**config.mk**
```make
export PLATFORM = sky130hd
export DESIGN_NAME = unified_mem_arbiter
export DESIGN_NICKNAME = d
export VERILOG_FILES = /design/src/rtl/unified_mem_arbiter.sv
export SDC_FILE = /design/constraint.sdc
export NUM_CORES = 1
export LEC_CHECK = 0
export CAP_MARGIN = 20
export CORE_MARGIN = 8
export CORE_UTILIZATION = 39
export DETAILED_ROUTE_END_ITERATION = 16
export PLACE_DENSITY = 0.8
export SYNTH_ARGS = -nofsm -noshare
export SYNTH_HDL_FRONTEND = slang
export SYNTH_SLANG_ARGS = --single-unit
export TNS_END_PERCENT = 100
```
**constraint.sdc**
```tcl
create_clock -name clk -period 1.8 [get_ports clk]
set_clock_uncertainty 0.15 [all_clocks]
set_input_delay 0.36 -clock clk [delete_from_list [all_inputs] [get_ports clk]]
set_output_delay 0.36 -clock clk [all_outputs]
set_load 0.1 [all_outputs]
```
**src/rtl/unified_mem_arbiter.sv**
```systemverilog
// Single-port unified memory arbiter for the IF and MEM stages.
// Handles fetch stalls, starvation limiting, store lane steering and load extension.
module unified_mem_arbiter #(
    parameter int MEM_LAT    = 1,
    parameter int STARVE_MAX = 2
) (
    input  logic        clk,
    input  logic        rst,
    input  logic        if_req,
    input  logic [31:0] if_addr,
    output logic [31:0] if_rdata,
    output logic        if_ack,
    output logic        stall_if,
    input  logic        d_req,
    input  logic        d_we,
    input  logic [2:0]  d_funct3,
    input  logic [31:0] d_addr,
    input  logic [31:0] d_wdata,
    output logic [31:0] d_rdata,
    output logic        d_ack,
    output logic        d_err,
    output logic        mem_en,
    output logic        mem_we,
    output logic [3:0]  mem_be,
    output logic [31:0] mem_addr,
    output logic [31:0] mem_wdata,
    input  logic [31:0] mem_rdata
);
    localparam int LW = (MEM_LAT > 1) ? $clog2(MEM_LAT) : 1;
    localparam int SW = $clog2(STARVE_MAX + 1);

    typedef enum logic [1:0] {IDLE, ACCESS, RESP} state_t;

    state_t          state, next;
    logic            port_q;
    logic            we_q;
    logic            err_q;
    logic [3:0]      be_q;
    logic [31:0]     addr_q;
    logic [31:0]     wdata_q;
    logic [1:0]      off_q;
    logic [2:0]      f3_q;
    logic [LW-1:0]   lat_q;
    logic [SW-1:0]   starve_q;
    logic [31:0]     if_rdata_q;
    logic [31:0]     d_rdata_q;
    logic            grant_d;
    logic            grant_i;
    logic            legal;
    logic            last;
    logic [3:0]      be_d;
    logic [31:0]     wdata_d;
    logic            unused_bits;

    assign unused_bits = ^if_addr[1:0];

    function automatic logic [31:0] extend(input logic [31:0] w,
                                           input logic [2:0]  f3,
                                           input logic [1:0]  off);
        logic [7:0]  b;
        logic [15:0] h;
        b = w[{off, 3'b000} +: 8];
        h = off[1] ? w[31:16] : w[15:0];
        case (f3)
            3'b000:  extend = {{24{b[7]}}, b};
            3'b100:  extend = {24'b0, b};
            3'b001:  extend = {{16{h[15]}}, h};
            3'b101:  extend = {16'b0, h};
            default: extend = w;
        endcase
    endfunction

    always_comb begin
        grant_d = (state == IDLE) && d_req &&
                  ((starve_q < SW'(STARVE_MAX)) || !if_req);
        grant_i = (state == IDLE) && !grant_d && if_req;
        last    = (lat_q == LW'(MEM_LAT - 1));
    end

    always_comb begin
        legal = 1'b0;
        case (d_funct3)
            3'b000, 3'b100: legal = 1'b1;
            3'b001, 3'b101: legal = !d_addr[0];
            3'b010:         legal = (d_addr[1:0] == 2'b00);
            default:        legal = 1'b0;
        endcase
        if (d_we && d_funct3[2])
            legal = 1'b0;
    end

    // Stores steer lanes by size; loads always read the whole word.
    always_comb begin
        be_d    = 4'hF;
        wdata_d = d_wdata;
        if (d_we) begin
            case (d_funct3[1:0])
                2'b00: begin
                    be_d    = 4'b0001 << d_addr[1:0];
                    wdata_d = {4{d_wdata[7:0]}};
                end
                2'b01: begin
                    be_d    = 4'b0011 << d_addr[1:0];
                    wdata_d = {2{d_wdata[15:0]}};
                end
                default: begin
                    be_d    = 4'hF;
                    wdata_d = d_wdata;
                end
            endcase
        end
    end

    always_ff @(posedge clk or negedge rst) begin
        if (!rst)
            state <= IDLE;
        else
            state <= next;
    end

    always_comb begin
        next = state;
        case (state)
            IDLE: begin
                if (grant_d)
                    next = legal ? ACCESS : RESP;
                else if (grant_i)
                    next = ACCESS;
            end
            ACCESS: if (last) next = RESP;
            RESP:   next = IDLE;
            default: next = IDLE;
        endcase
    end

    always_ff @(posedge clk or negedge rst) begin
        if (!rst) begin
            port_q     <= 1'b0;
            we_q       <= 1'b0;
            err_q      <= 1'b0;
            be_q       <= 4'h0;
            addr_q     <= 32'h0;
            wdata_q    <= 32'h0;
            off_q      <= 2'b00;
            f3_q       <= 3'b000;
            lat_q      <= '0;
            starve_q   <= '0;
            if_rdata_q <= 32'h0;
            d_rdata_q  <= 32'h0;
        end else begin
            if (grant_d) begin
                port_q  <= 1'b1;
                we_q    <= d_we;
                err_q   <= !legal;
                be_q    <= be_d;
                addr_q  <= {d_addr[31:2], 2'b00};
                wdata_q <= wdata_d;
                off_q   <= d_addr[1:0];
                f3_q    <= d_funct3;
                lat_q   <= '0;
                if (!if_req)
                    starve_q <= '0;
                else if (starve_q < SW'(STARVE_MAX))
                    starve_q <= starve_q + 1'b1;
            end else if (grant_i) begin
                port_q   <= 1'b0;
                we_q     <= 1'b0;
                err_q    <= 1'b0;
                be_q     <= 4'hF;
                addr_q   <= {if_addr[31:2], 2'b00};
                lat_q    <= '0;
                starve_q <= '0;
            end
            if (state == ACCESS) begin
                if (!last)
                    lat_q <= lat_q + 1'b1;
                else if (!port_q)
                    if_rdata_q <= mem_rdata;
                else if (!we_q)
                    d_rdata_q <= extend(mem_rdata, f3_q, off_q);
            end
        end
    end

    always_comb begin
        mem_en    = (state == ACCESS);
        mem_we    = mem_en && we_q;
        mem_be    = mem_en ? be_q : 4'h0;
        mem_addr  = addr_q;
        mem_wdata = wdata_q;
        if_ack    = (state == RESP) && !port_q;
        d_ack     = (state == RESP) && port_q;
        d_err     = d_ack && err_q;
        stall_if  = if_req && !if_ack;
        if_rdata  = if_rdata_q;
        d_rdata   = d_rdata_q;
    end
endmodule

```
==> results.md <==
- Number of instances in the synthesized netlist: 673
- Remaining global-route overflow: 0
- First-pass GRT wire length: 39900 µm
- Core Rows: 47
- Element type at the critical path end: output pin
- Count of cell types in the netlist: 42
- Arrival time reported for the critical path endpoint: 1.51 ns
- Via count normalized by instance count: 5.48
- Footprint of the multi-input gates: 3250 µm²
- Violated checks: negative setup slack
- List of cells traversed by the critical path: buf_6 > and3b_2 > and2_4 > buf_12
- Final Setup Violations: 73
- Post-route standard cell area excluding fillers: 12800 µm²
- Shortest period the worst path allows: 2.02 ns
- Floorplan Core Area: 16500 µm²
- Measured slew at the worst slew-check pin: 0.637 ns
- Iter 0 DRT Violations: 696
- Outcome: complete, but fails checks
- Final Max Slew Viols: 0
- Post-route DRC: 0
- Worst min path class: input port to async pin
- Startpoint type of the worst setup path: flip-flop
- Clock transition time at the flip-flop clock pins of the worst setup and hold paths: 0.06 ns
- Final period utilization: 1.12
- # port buffers: 269
- Starting density of the core: 0.396
- Post-synthesis sequential element count: 143
- Yosys Warn Count: 0
- Critical path data required time: 1.29 ns
- Number of global-route vias before repair: 6955
- Clock root buffer: sky130_fd_sc_hd__clkbuf_16
- Total placed instance area: 11500 µm²
- Antenna cell count: 0
- Wire length per cell after detailed routing: 23.1 µm
- Buf+Inv Stages, Crit Path: 2
- Area Growth Syn to Fin: 95.7%
- MaxCap Viol Count: 0
- Unrepaired setup endpoints after global routing: yes
- Via count of the routed design: 6813
- Final HPWL from detailed placement: 19400 µm
- Post-Syn Area per Cell: 9.73 µm²
- Top-level port count: 274
- Sum Neg Setup Slack: -8.02 ns
- CP Max Fanout: 3
- Worst path max stage delay: 0.42 ns
- CTS Buffer Depth: 2
- CTS H-tree lvls: 4
- Largest net degree at the start of global routing: 42
- Slowest stage cell, crit path: sky130_fd_sc_hd__dfrtp_2
- Crit Path Class: flip-flop to output pin
- Die height: 146 µm
- Full die area: 21200 µm²
- Register Area: 3580 µm²
- Cell family with most CP delay: flip-flops
- Filler Cell Count: 973
- Number of optimization iterations in the first detailed-route pass: 5
- Global-route usage over all layers: 0.239
- Total standard cell area after synthesis: 6550 µm²
- Antenna violations before repair: 0
- Seq/Total Area, Yosys: 0.546
- Post-DRT Antenna Nets: 0
- Fraction of layout cells with a size suffix above 1: 0.367
- Routed WL: 28700 µm
- Number of hold-slack violations in the final timing report: 0
- Clock Latency Late Sink: 0.42 ns
- TritonCTS clock tree: done
- GP Congestion: 0.893
- Final-stage net count: 1147
- Top_reg_cell synth: sky130_fd_sc_hd__dfrtp_1
- Clock tree sinks: 143
- Worst slew slack as a fraction of its limit: 0.574
- Async set or reset register ratio after synthesis: 1.00
- Clock buffers created by TritonCTS: 17
- DIE WIDTH: 146 µm
- Highest Clock Rate: 0.495 GHz
- Final worst slack: -0.222 ns
- Number of enable-type register cells in the synthesized netlist: 0
==> cells in the mapped netlist (6+ instances only) <==
library cell / n / area share
sky130_fd_sc_hd__nor2b_1: 6 / 0.0057
sky130_fd_sc_hd__and2_1: 7 / 0.0067
sky130_fd_sc_hd__nand3_1: 30 / 0.023
sky130_fd_sc_hd__buf_1: 8 / 0.0046
sky130_fd_sc_hd__nand2_1: 154 / 0.088
sky130_fd_sc_hd__a221oi_1: 8 / 0.011
sky130_fd_sc_hd__mux2_2: 41 / 0.070
sky130_fd_sc_hd__inv_1: 8 / 0.0046
sky130_fd_sc_hd__a22o_1: 12 / 0.016
sky130_fd_sc_hd__a31oi_1: 41 / 0.039
sky130_fd_sc_hd__nor2_1: 70 / 0.040
sky130_fd_sc_hd__mux2i_1: 19 / 0.029
sky130_fd_sc_hd__clkbuf_1: 32 / 0.018
sky130_fd_sc_hd__a21oi_1: 9 / 0.0069
sky130_fd_sc_hd__dfrtp_1: 143 / 0.55
sky130_fd_sc_hd__o21ai_0: 35 / 0.027
==> routing by layer <==
metal / up-vias / wire (µm) / global-route usage
met5: - / 0 / 0
met4: 0 / 834 / 0.0875
met3: 66 / 2560 / 0.0920
met2: 398 / 14500 / 0.395
met1: 3324 / 10800 / 0.278
li1: 3025 / - / -
==> timing repair <==
action / CTS / global route
endpoints found under the setup margin: 39 / 90
setup buffers: 3 / 8
hold buffers: 1 / 0
pin swaps: 10 / 13
cloned: 2 / 6
hold endpoints to repair: 68 / 0
resized for setup: 32 / 87
==> flip-flops by register name, indices dropped and copies added, names as in the netlist <==
signal / count
d_rdata: 32
if_rdata: 32
mem_wdata: 32
mem_addr: 30
be_q: 4
f3_q: 3
off_q: 2
starve_q: 2
state: 2
err_q: 1
lat_q: 1
port_q: 1
we_q: 1
==> cells by family (layout without fill, tap and decap cells) <==
kind of cell,after synthesis,count (layout),share of synthesized area
buffers and inverters,58,406,0.0382
multiplexers,60,60,0.0995
AO/OA/AOI/OAI,129,130,0.133
flip-flops,143,143,0.546
other,1,2,0.000572
AND/OR/NAND/NOR,282,282,0.183
==> final timing paths <==
kind	from	to	slack (ns)	cells past startpoint
worst max-delay path	state[0]	d_err	-0.22	4
worst min-delay path	rst	d_rdata[15]	0.26	2
worst max register to register	off_q[1]	d_rdata[12]	-0.22	7
worst min register to register	err_q	err_q	0.35	2
max in group asynchronous	rst	if_rdata[24]	0.66	3
min in group clk	d_addr[14]	mem_addr[14]	0.34	3
==> cell type report <==
| cell class | count | area share |
|---|---|---|
| multi-input cells | 474 | 0.253 |
| flip-flops and latches | 143 | 0.279 |
| clock buffers | 18 | 0.0343 |
| inverters | 8 | 0.00293 |
| repair buffers | 367 | 0.400 |
| clock inverters | 13 | 0.00907 |
| well taps | 220 | 0.0215 |
==> cell usage in the layout (no fill, tap or decap), types with 19 or more instances in the layout <==
cell                              count
sky130_fd_sc_hd__buf_12             151
sky130_fd_sc_hd__nand2_1            149
sky130_fd_sc_hd__dfrtp_1            142
sky130_fd_sc_hd__a31oi_1             41
sky130_fd_sc_hd__mux2_4              34
sky130_fd_sc_hd__clkbuf_16           22
sky130_fd_sc_hd__clkdlybuf4s50_1    131
sky130_fd_sc_hd__mux2i_1             19
sky130_fd_sc_hd__nor2_1              66
sky130_fd_sc_hd__buf_4               66
sky130_fd_sc_hd__o21ai_0             21
==> stage by stage <==
stage	setup WS (ns)	utilization	hold WS, ns	instances
after floorplan	-0.389	-	-0.0856	674
after global placement	-0.571	0.696	0.107	1193
after detailed placement	-0.643	0.696	0.113	1193
after CTS	-0.237	0.741	0.234	1230
after global routing	-0.267	0.776	0.260	1243
final	-0.222	0.776	0.257	1243
Power is left out: the tool's default activity adds up to more than one toggle a clock period on the data nets, which glitch-free logic cannot reach.
